## src/rtl/alu_issue_stage_if.sv

```systemverilog
// Bundle of the issue-stage signals: upstream operand handshake, the ALU
// side-channel and the downstream result handshake.
//
// Handshake rule: a transfer happens on a rising edge where valid and ready
// are both 1. The sender holds valid and its payload steady until that edge.
// A ready may depend combinationally on the other side's ready.
// in_ready follows out_ready within the same cycle.
interface alu_issue_stage_if #(
  parameter int DATA_WIDTH = 8
) ();
  logic                  in_valid;
  logic                  in_ready;
  logic [DATA_WIDTH-1:0] in_A;
  logic [DATA_WIDTH-1:0] in_B;
  logic [2:0]            in_ctrl;
  logic [DATA_WIDTH-1:0] alu_A;
  logic [DATA_WIDTH-1:0] alu_B;
  logic [2:0]            alu_ctrl;
  logic [DATA_WIDTH-1:0] alu_result;
  logic                  out_valid;
  logic                  out_ready;
  logic [DATA_WIDTH-1:0] out_result;
  logic [2:0]            out_ctrl;

  // Environment view: upstream source, ALU and downstream sink.
  modport master (
    output in_valid, in_A, in_B, in_ctrl, alu_result, out_ready,
    input  in_ready, alu_A, alu_B, alu_ctrl, out_valid, out_result, out_ctrl
  );

  // Issue-stage view.
  modport slave (
    input  in_valid, in_A, in_B, in_ctrl, alu_result, out_ready,
    output in_ready, alu_A, alu_B, alu_ctrl, out_valid, out_result, out_ctrl
  );
endinterface

```

## src/rtl/alu_issue_stage.sv

```systemverilog
// Two-entry pipeline around a combinational ALU.
// Stage 1 holds the operands and drives them onto the ALU. Stage 2 captures the
// ALU result for writeback. With both sides ready it sustains one op per cycle.
module alu_issue_stage #(
  parameter int DATA_WIDTH  = 8,
  parameter int COUNT_WIDTH = 16
) (
  input  logic                   clk,
  input  logic                   nReset,
  input  logic                   flush,
  alu_issue_stage_if.slave       bus,
  output logic [COUNT_WIDTH-1:0] op_count
);

  logic                   r_s1_valid;
  logic [DATA_WIDTH-1:0]  r_s1_a;
  logic [DATA_WIDTH-1:0]  r_s1_b;
  logic [2:0]             r_s1_ctrl;
  logic                   r_out_valid;
  logic [DATA_WIDTH-1:0]  r_out_result;
  logic [2:0]             r_out_ctrl;
  logic [COUNT_WIDTH-1:0] r_op_count;

  logic w_out_fire;
  logic w_s2_free;
  logic w_s1_adv;
  logic w_in_ready;
  logic w_in_fire;

  // The output register can take a new result if it is empty or drains this cycle.
  // Stage 1 can accept if it is empty or is moving forward.
  // There is no skid buffer, so in_ready is combinational through out_ready.
  assign w_out_fire = r_out_valid & bus.out_ready;
  assign w_s2_free  = ~r_out_valid | bus.out_ready;
  assign w_s1_adv   = r_s1_valid & w_s2_free;
  assign w_in_ready = ~r_s1_valid | w_s2_free;
  assign w_in_fire  = bus.in_valid & w_in_ready;

  assign bus.in_ready   = w_in_ready;
  assign bus.alu_A      = r_s1_a;
  assign bus.alu_B      = r_s1_b;
  assign bus.alu_ctrl   = r_s1_ctrl;
  assign bus.out_valid  = r_out_valid;
  assign bus.out_result = r_out_result;
  assign bus.out_ctrl   = r_out_ctrl;
  assign op_count       = r_op_count;

  // Stage occupancy flags; flush empties both stages and discards this cycle's handshakes.
  always_ff @(posedge clk or negedge nReset) begin
    if (!nReset) begin
      r_s1_valid  <= 1'b0;
      r_out_valid <= 1'b0;
    end else if (flush) begin
      r_s1_valid  <= 1'b0;
      r_out_valid <= 1'b0;
    end else begin
      if (w_s1_adv) begin
        r_out_valid <= 1'b1;
      end else if (w_out_fire) begin
        r_out_valid <= 1'b0;
      end
      if (w_in_fire) begin
        r_s1_valid <= 1'b1;
      end else if (w_s1_adv) begin
        r_s1_valid <= 1'b0;
      end
    end
  end

  // Payload registers; operands and ctrl are passed through untouched.
  always_ff @(posedge clk or negedge nReset) begin
    if (!nReset) begin
      r_s1_a       <= '0;
      r_s1_b       <= '0;
      r_s1_ctrl    <= '0;
      r_out_result <= '0;
      r_out_ctrl   <= '0;
    end else if (!flush) begin
      if (w_in_fire) begin
        r_s1_a    <= bus.in_A;
        r_s1_b    <= bus.in_B;
        r_s1_ctrl <= bus.in_ctrl;
      end
      if (w_s1_adv) begin
        r_out_result <= bus.alu_result;
        r_out_ctrl   <= r_s1_ctrl;
      end
    end
  end

  // Count of completed output handshakes; it wraps silently.
  always_ff @(posedge clk or negedge nReset) begin
    if (!nReset) begin
      r_op_count <= '0;
    end else if (!flush && w_out_fire) begin
      r_op_count <= r_op_count + COUNT_WIDTH'(1);
    end
  end

endmodule

```

## src/flat_wrapper.sv

```systemverilog
// flat-port wrapper written by rule: the top's interface ports become plain ports
module alu_issue_stage_flat 
#(
  parameter int DATA_WIDTH  = 8,
  parameter int COUNT_WIDTH = 16
)
  (clk, nReset, flush, op_count, bus_in_valid, bus_in_A, bus_in_B, bus_in_ctrl, bus_alu_result, bus_out_ready, bus_in_ready, bus_alu_A, bus_alu_B, bus_alu_ctrl, bus_out_valid, bus_out_result, bus_out_ctrl);
  alu_issue_stage_if #(.DATA_WIDTH(DATA_WIDTH)) bus_i ();
  input  logic clk;
  input  logic nReset;
  input  logic flush;
  output logic [COUNT_WIDTH-1:0] op_count;
  input wire logic [$bits(bus_i.in_valid)-1:0] bus_in_valid;
  input wire logic [$bits(bus_i.in_A)-1:0] bus_in_A;
  input wire logic [$bits(bus_i.in_B)-1:0] bus_in_B;
  input wire logic [$bits(bus_i.in_ctrl)-1:0] bus_in_ctrl;
  input wire logic [$bits(bus_i.alu_result)-1:0] bus_alu_result;
  input wire logic [$bits(bus_i.out_ready)-1:0] bus_out_ready;
  output wire logic [$bits(bus_i.in_ready)-1:0] bus_in_ready;
  output wire logic [$bits(bus_i.alu_A)-1:0] bus_alu_A;
  output wire logic [$bits(bus_i.alu_B)-1:0] bus_alu_B;
  output wire logic [$bits(bus_i.alu_ctrl)-1:0] bus_alu_ctrl;
  output wire logic [$bits(bus_i.out_valid)-1:0] bus_out_valid;
  output wire logic [$bits(bus_i.out_result)-1:0] bus_out_result;
  output wire logic [$bits(bus_i.out_ctrl)-1:0] bus_out_ctrl;
  assign bus_i.in_valid = bus_in_valid;
  assign bus_i.in_A = bus_in_A;
  assign bus_i.in_B = bus_in_B;
  assign bus_i.in_ctrl = bus_in_ctrl;
  assign bus_i.alu_result = bus_alu_result;
  assign bus_i.out_ready = bus_out_ready;
  assign bus_in_ready = bus_i.in_ready;
  assign bus_alu_A = bus_i.alu_A;
  assign bus_alu_B = bus_i.alu_B;
  assign bus_alu_ctrl = bus_i.alu_ctrl;
  assign bus_out_valid = bus_i.out_valid;
  assign bus_out_result = bus_i.out_result;
  assign bus_out_ctrl = bus_i.out_ctrl;
  alu_issue_stage #(.DATA_WIDTH(DATA_WIDTH), .COUNT_WIDTH(COUNT_WIDTH)) u_core (.clk(clk), .nReset(nReset), .flush(flush), .bus(bus_i), .op_count(op_count));
endmodule
```

## config.mk

```make
export PLATFORM = sky130hd
export DESIGN_NAME = alu_issue_stage_flat
export DESIGN_NICKNAME = d
export VERILOG_FILES = /design/src/rtl/alu_issue_stage_if.sv /design/src/rtl/alu_issue_stage.sv /design/src/flat_wrapper.sv
export SDC_FILE = /design/constraint.sdc
export NUM_CORES = 1
export LEC_CHECK = 0
export ABC_AREA = 1
export BUFFER_PORTS_ARGS = -buffer_cell sky130_fd_sc_hd__clkbuf_2
export CAP_MARGIN = 20
export CORE_ASPECT_RATIO = 0.9
export CORE_MARGIN = 3
export CORE_UTILIZATION = 30
export DETAILED_ROUTE_END_ITERATION = 10
export GPL_TIMING_DRIVEN = 0
export SETUP_SLACK_MARGIN = 0.3
export SYNTH_ARGS = -nofsm -noshare
export SYNTH_HDL_FRONTEND = slang
export SYNTH_SLANG_ARGS = --single-unit
```

## constraint.sdc

```tcl
create_clock -name clk -period 1.55 [get_ports clk]
set_clock_uncertainty 0.2 [all_clocks]
set_input_delay 0.155 -clock clk [delete_from_list [all_inputs] [get_ports clk]]
set_output_delay 0.155 -clock clk [all_outputs]
set_load 0.005 [all_outputs]
```

Yosys cells after proc, flatten, opt, wreduce, memory -nomap -nowiden
Cells that the tools add are included.
{ "word_totals": {"reg_bits": 48, "inputBits": 32, "output_inout_bits": 48, "wordCells": 29} }
{ "op_classes": {"addsub": 1, "muxes": 6, "bitwise": 8, "n_reduce_logical": 6} }
{ "op_table": {"columns": ["cell", "count"], "rows": [
  ["$add A16 B1 Y16 const B", 1],
  ["$mux W1", 6],
  ["$reduce_bool A3 Y1", 2],
  ["$reduce_and A2 Y1", 2],
  ["$and A1 B1 Y1", 3],
  ["$not A1 Y1", 3],
  ["$or A1 B1 Y1", 2],
  ["$logic_and A1 B1 Y1", 1],
  ["$logic_not A1 Y1", 1]
]} }

Depth between registers and ports, before layout
Gate-level depths: netlist of the first run.
{ "logic_depth": {"ltp_word": 6, "depth_mapped": 7, "mapped_depth_nobuf": 7} }

Least setup slack after synthesis of the first run
OpenSTA, ideal clock, no wires.
{ "synth_path": {"path_type": "reg2reg", "startpoint": "register u_core.r_op_count[0] (netlist: u_core.op_count[0])", "endpoint": "register u_core.r_op_count[8] (netlist: u_core.op_count[8])", "arrival_time_ns": 1.112, "required_time_ns": 1.232, "slack_ns": 0.119, "stages_incl_launch_ff": 7, "synth_period_minus_slack_ns": 1.431, "cell_sequence": "dfrtp_1 ha_1 nand3_1 nor2_2 nand2_1 xor2_1 inv_1"} }
{ "synth_between": {"elab_chain_len": 1} }
{ "synth_rtl": {"columns": ["item", "line", "rtl"], "rows": [
  ["start, declared", "alu_issue_stage.sv:22", "logic [COUNT_WIDTH-1:0] r_op_count;"],
  ["start signal, assigned", "alu_issue_stage.sv:96", "r_op_count <= r_op_count + COUNT_WIDTH'(1);"],
  ["$add A16 B1 Y16", "alu_issue_stage.sv:96", null]
]} }
Every way passes these cells.
A chain may end at the register's enable or synchronous reset.

Final worst setup path of the first run
{ "layout_path": {"startpoint": "register u_core.r_op_count[0] (netlist: u_core.op_count[0])", "endpoint": "register u_core.r_op_count[14] (netlist: u_core.op_count[14])"} }
Same word-level chain as after synthesis.

==> results.ini, run 1 <==
[cts]
clock_latency_ns = 0.29
clk_pin_slew_ns = 0.09
cts_tree = yes
cts_buffers = 5
h-tree-depth = 2
root_buffer = clkbuf_8
clkSinkCount = 48
max-clock-path-buffers = 2

[worst_setup_path]
critPathLaunchType = flop
cp_data_arrival_time_ns = 1.53
r2r_start = u_core.op_count[0]
cp_max_fo = 6
worst-r2r-setup-slack_ns = 0.06
crit_type = reg2reg
cp_cell_sequence = ha_2 > nand3_2 > nor2_4 > buf_4 > nand4_1 > nand2_1
critPathMaxStageDelay_ns = 0.42
critPathCaptureType = flop
regToRegEndpoint = u_core.op_count[14]
slowest_stage = dfrtp_1
r2r_cells = 6
cp.required_ns = 1.59

[yosys]
yosysUniqueCellTypes = 21
synth.avg_cell_area_sq_um = 8.64
synth_area_sq_mm = 0.00209
synth_seq_cells = 48
netlist_instances = 242
synth_fp_nets = 275
ys_seq_area_share_pct = 57.5
yosysWarnings = 0

[routing]
drc_errors = 0
wl_per_cell_microns = 12.3
viasPerCell = 4.26
drt_wl_total_microns = 5780
drtPass1Iterations = 2
vias = 1996
drtIter0Drc = 78
ant_nets = 0

[place]
post-place-ws_ns = 0.0549
dp_hpwl_microns = 3680
io_buffers = 79
post-place-cells = 412
gp_congestion = 0.806

[floorplan]
rows = 28
die_w_microns = 94.0
dieArea_sq_mm = 0.00801
core-area_sq_mm = 0.00666
initial_core_util_pct = 31.4
die_y_microns = 85.2
ioPinCount = 80

[worst_hold_path]
whs_path_depth = 3
holdPathEnd = u_core.op_count[0]
min_from = bus_out_ready
min_path_type = in2reg

[finish]
syn_to_final_growth_pct = 68.6
drive_gt1_share_pct = 49.6
multi_input_area_sq_um = 935
fin_nets = 412
seq_area_sq_mm = 0.00121
fin_cells = 469
fillers = 622
antennaDiodeCount = 0
utilization_pct = 53.0

[sta]
setup_viol = 0
fin_crit_ns = 1.49
worst_slack_ns = 0.0575
holdWs_ns = 0.0441
hold_viol_final = 0
fin_crit_sh_pct = 96.3
maxSlewViolCount = 0
relSlewSlack_pct = 68.6
rsz0062_at_grt = true
worst_slew_pin_slew_ns = 0.470
max_freq_mhz = 670

[global_route]
grt_pass1_vias = 2008
overflow = 0
antenna_found_initial = 0
gr-usage-all-layers_pct = 14.8
grt_start_max_net_pins = 32
grt_first_pass_wirelength_microns = 9400

[power]
clkPwrFrac_pct = 23.7
switchingPower_w = 0.000880
seqPwrFrac_pct = 51.5
ir_drop_uv = 334
powerDensity_mw_per_mm2 = 858
switching_share_pct = 29.1
combinationalPowerShare_pct = 24.8
p_int_w = 0.00215
leakage_nw = 1.80

[outcome]
outcome = completed

[run]
drv_cap = 0

==> sequential cells by signal (all words and copies together) (netlist names) <==
signal                 cells
u_core.r_s1_valid          1
u_core.bus.out_result      8
u_core.bus.out_valid       1
u_core.bus.alu_ctrl        3
u_core.bus.alu_B           8
u_core.bus.alu_A           8
u_core.bus.out_ctrl        3
u_core.op_count           16
==> per-layer routing <==
layer,wire (microns),part of all wire [%],GRT usage (%),vias up
met4,62,1.1,4.59,0
met3,263,4.5,3.10,6
met5,0,0,0,-
met1,2530,44,18.2,927
li1,-,-,-,1013
met2,2920,51,25.9,50
==> worst max-delay path: cells and delay by family (launching register included) <==
family,cells,cell delay (ns)
buffers and inverters,1,0.14
AND/OR/NAND/NOR,4,0.45
flip-flops,1,0.42
adder cells (fa/ha/maj),1,0.22
==> synth_stat cells <==
master   number  area, sq um
o21ai_1       9         45.0
o31ai_1       1         7.51
dfrtp_1      48         1200
buf_2         4         20.0
buf_4         1         7.51
inv_1        43          161
nand2_1      61          229
a21oi_1       4         20.0
o21ai_0      20          100
nand3_1       8         40.0
buf_6         1         11.3
ha_1          1         12.5
nor2_2        4         25.0
nor3_1        1         5.00
xor2_1        5         43.8
nand2_2       1         6.26
xnor2_1       4         35.0
nor2_1       17         63.8
nand3_2       2         20.0
inv_2         3         11.3
nand4_1       4         25.0
==> stage by stage <==
stage	total power (W)	setup TNS, ns	cell area [sq um]
floorplan	0.00178	0	2150
global placement	0.00206	0	2660
detailed placement	0.00208	0	2680
CTS	0.00296	0	3250
global route	0.00323	-0.0478	3530
finish	0.00303	0	3530
==> what timing repair did <==
item | CTS | global route
endpoints found under the setup margin | 49 | 56
gates resized for setup | 40 | 70
setup buffers | 12 | 4
gates cloned | 4 | 1
hold buffers | 29 | 0
hold endpoints to repair | 67 | 0
pin swaps | 6 | 7
==> how the worst max path moves through the flow <==
stage / start / cells past startpoint / endpoint / slack, ns
finish: u_core.op_count[0] / 6 / u_core.op_count[14] / 0.06
global route: u_core.op_count[0] / 6 / u_core.op_count[8] / -0.03
floorplan: u_core.op_count[0] / 6 / u_core.op_count[8] / 0.18
detailed placement: u_core.op_count[3] / 7 / u_core.op_count[13] / 0.05
global placement: u_core.op_count[3] / 7 / u_core.op_count[13] / 0.08
CTS: u_core.op_count[0] / 6 / u_core.op_count[8] / 0.08
==> cell usage in the layout (no fill, tap or decap) <==
cell type / count
nor2_4: 6
nand3_2: 4
buf_8: 2
inv_4: 1
nand3_4: 3
clkbuf_8: 5
clkbuf_16: 1
nand2_2: 27
nand4_1: 4
dfrtp_1: 44
ha_2: 1
dfrtp_2: 4
xor2_1: 5
o21ai_1: 15
buf_2: 5
inv_2: 4
clkinv_2: 1
nor2_2: 4
buf_6: 17
buf_12: 2
xnor2_1: 4
o31ai_4: 1
nor2_1: 11
dlygate4sd3_1: 29
clkbuf_2: 73
nand3_1: 3
nand2_1: 33
nor3_1: 1
nand2_4: 2
buf_4: 7
o21ai_2: 14
a21oi_2: 4
clkbuf_1: 1
inv_1: 41
==> final cells by class <==
class	count	area share, %
flip-flops and latches	48	34.2
repair buffers	130	26.8
multi-input cells	142	26.5
inverters	46	4.97
well taps	90	3.19
plain buffers	6	2.13
clock buffers	6	2.06
clock inverters	1	0.142
==> power groups by stage <==
stage	logic [W]	registers (W)	clock network, W
2_1_floorplan	0.000212	0.00157	0
3_3_place_gp	0.000497	0.00157	0
3_5_place_dp	0.000515	0.00157	0
4_1_cts	0.000658	0.00154	0.000759
5_1_grt	0.000836	0.00158	0.000814
6_report	0.000750	0.00156	0.000718
==> cell families (layout without fill, tap and decap cells) <==
kind of cell	after synthesis	in the layout	synth area share (%)
and+or+nand+nor	98	98	19.8
AOI/OAI and AO/OA	34	34	8.26
buffers and inverters	52	189	10.1
xor gates and xnor gates	9	9	3.77
adders and majority gates	1	1	0.598
DFF	48	48	57.5
No activity file was read; power rests on OpenSTA's default activity.
==> run 2: changes to the inputs <==
Clock period 1.55 ns to 1.9 ns, I/O delays scaled along.
==> run 2 against run 1 <==
Effect of this change:
- hold slack worse by 0.021 ns
- flip-flop and latch count unchanged
- non-clock buffer count down 17
- critical endpoint is now u_core.op_count[8]
- largest power group unchanged
==> results.ini, run 2 (synthesis results as in run 1) <==
[cts]
clock_latency_ns = 0.29
h-tree-depth = 2
clk_pin_slew_ns = 0.09
cts_tree = yes
root_buffer = clkbuf_8
cts_buffers = 5
clkSinkCount = 48
max-clock-path-buffers = 2

[global_route]
grt_first_pass_wirelength_microns = 8590
gr-usage-all-layers_pct = 13.4
grt_start_max_net_pins = 30
grt_pass1_vias = 1880
overflow = 0
antenna_found_initial = 0

[routing]
drc_errors = 0
viasPerCell = 4.16
wl_per_cell_microns = 11.2
drtIter0Drc = 45
drtPass1Iterations = 4
drt_wl_total_microns = 5060
ant_nets = 0
vias = 1879

[floorplan]
rows = 28
die_y_microns = 85.2
core-area_sq_mm = 0.00666
dieArea_sq_mm = 0.00801
initial_core_util_pct = 31.4
ioPinCount = 80
die_w_microns = 94.0

[sta]
fin_crit_ns = 1.48
max_freq_mhz = 677
maxSlewViolCount = 0
fin_setup_tns_ns = 0
setup_viol = 0
relSlewSlack_pct = 64.1
rsz0062_at_grt = false
hold_viol_final = 0
worst_slew_pin_slew_ns = 0.539
fin_crit_sh_pct = 77.8
holdWs_ns = 0.0229

[finish]
antennaDiodeCount = 0
fillers = 683
fin_nets = 395
utilization_pct = 46.0
syn_to_final_growth_pct = 46.6
mostFrequentLayoutCells = 79 x clkbuf_2, 61 x nand2_1, 47 x dfrtp_1
final_common_cell = clkbuf_2
drive_gt1_share_pct = 30.1
largest_reg_flops = 16

[worst_setup_path]
crit_type = reg2reg
cp_data_arrival_time_ns = 1.47
cp_cell_sequence = ha_4 > nand3_1 > nor2_4 > nand2_1 > xor2_1 > inv_1
slowest_stage = dfrtp_1
critPathMaxStageDelay_ns = 0.45
cp.required_ns = 1.89
critPathLaunchType = flop
cp_max_fo = 6
critPathCaptureType = flop

[power]
leakage_nw = 1.65
p_total_w = 0.00240
ir_drop_uv = 288
powerDensity_mw_per_mm2 = 784

[worst_hold_path]
min_path_type = in2reg

[place]
dp_hpwl_microns = 3620
gp_congestion = 0.749
io_buffers = 79

[outcome]
outcome = completed

[run]
drv_cap = 0

run 2: cell count changes in the layout (fill, tap and decap cells not counted), sizes merged:
cell	before	now
buf	33	9
clkbuf	80	88
clkinv	1	0
run 2: path summary, 6_finish.rpt:
check	end	slack, ns	start	cells after the start
setup / recovery	u_core.op_count[8]	0.42	u_core.op_count[1]	6
hold reg to reg	u_core.bus.alu_B[0]	0.29	u_core.bus.alu_B[0]	2
hold / removal	u_core.r_s1_valid	0.02	bus_out_ready	4
setup reg to reg	u_core.op_count[8]	0.42	u_core.op_count[1]	6
max in group asynchronous	u_core.r_s1_valid	0.76	nReset	3
min in group asynchronous	u_core.op_count[15]	0.20	nReset	2
run 2: stage by stage:
step                      cells  cell area, sq um  setup WS (ns)
after detailed placement    412              2620          0.328
final                       452              3060          0.422
after floorplan             242              2090          0.469
after global routing        452              3060          0.302
after global placement      411              2600          0.342
after CTS                   448              3010          0.315
run 2: layout make-up:
cell class | instances | area (sq um) | share of cell area (%)
Buffer | 6 | 43.8 | 1.43
Timing Repair Buffer | 113 | 736 | 24.0
Multi-Input combinational cell | 142 | 701 | 22.9
Clock buffer | 7 | 96.3 | 3.14
Tap cell | 90 | 113 | 3.67
Inverter | 46 | 173 | 5.63
Sequential cell | 48 | 1200 | 39.2
run 2: worst max-delay path: cells and delay by family, from the launching register on:
family	cells	cell delay, ns
XOR/XNOR	1	0.13
AND/OR/NAND/NOR	3	0.38
adder cells (fa/ha/maj)	1	0.17
flip-flops	1	0.45
buffers and inverters	1	0.05
run 2: layer usage:
layer	share of wire [%]	vias up	track usage [%]
met4	1.2	0	3.54
met5	0	-	0
li1	-	973	-
met2	49	53	23.5
met1	44	848	16.3
met3	5.7	5	3.46
run 2: report_power, final:
| group | leakage (nW) | switching [W] | total [W] | internal [W] |
|---|---|---|---|---|
| clock | 0.0503 | 0.000324 | 0.000648 | 0.000325 |
| sequential | 0.606 | 0.000109 | 0.00127 | 0.00116 |
| combinational | 0.989 | 0.000216 | 0.000487 | 0.000271 |
run 2: repair_timing:
item                                   CTS  global route
buffers inserted                         0             4
resized for setup                        0             7
endpoints found under the hold margin   48             0
hold buffers                            29             0
setup endpoints to repair                0            12
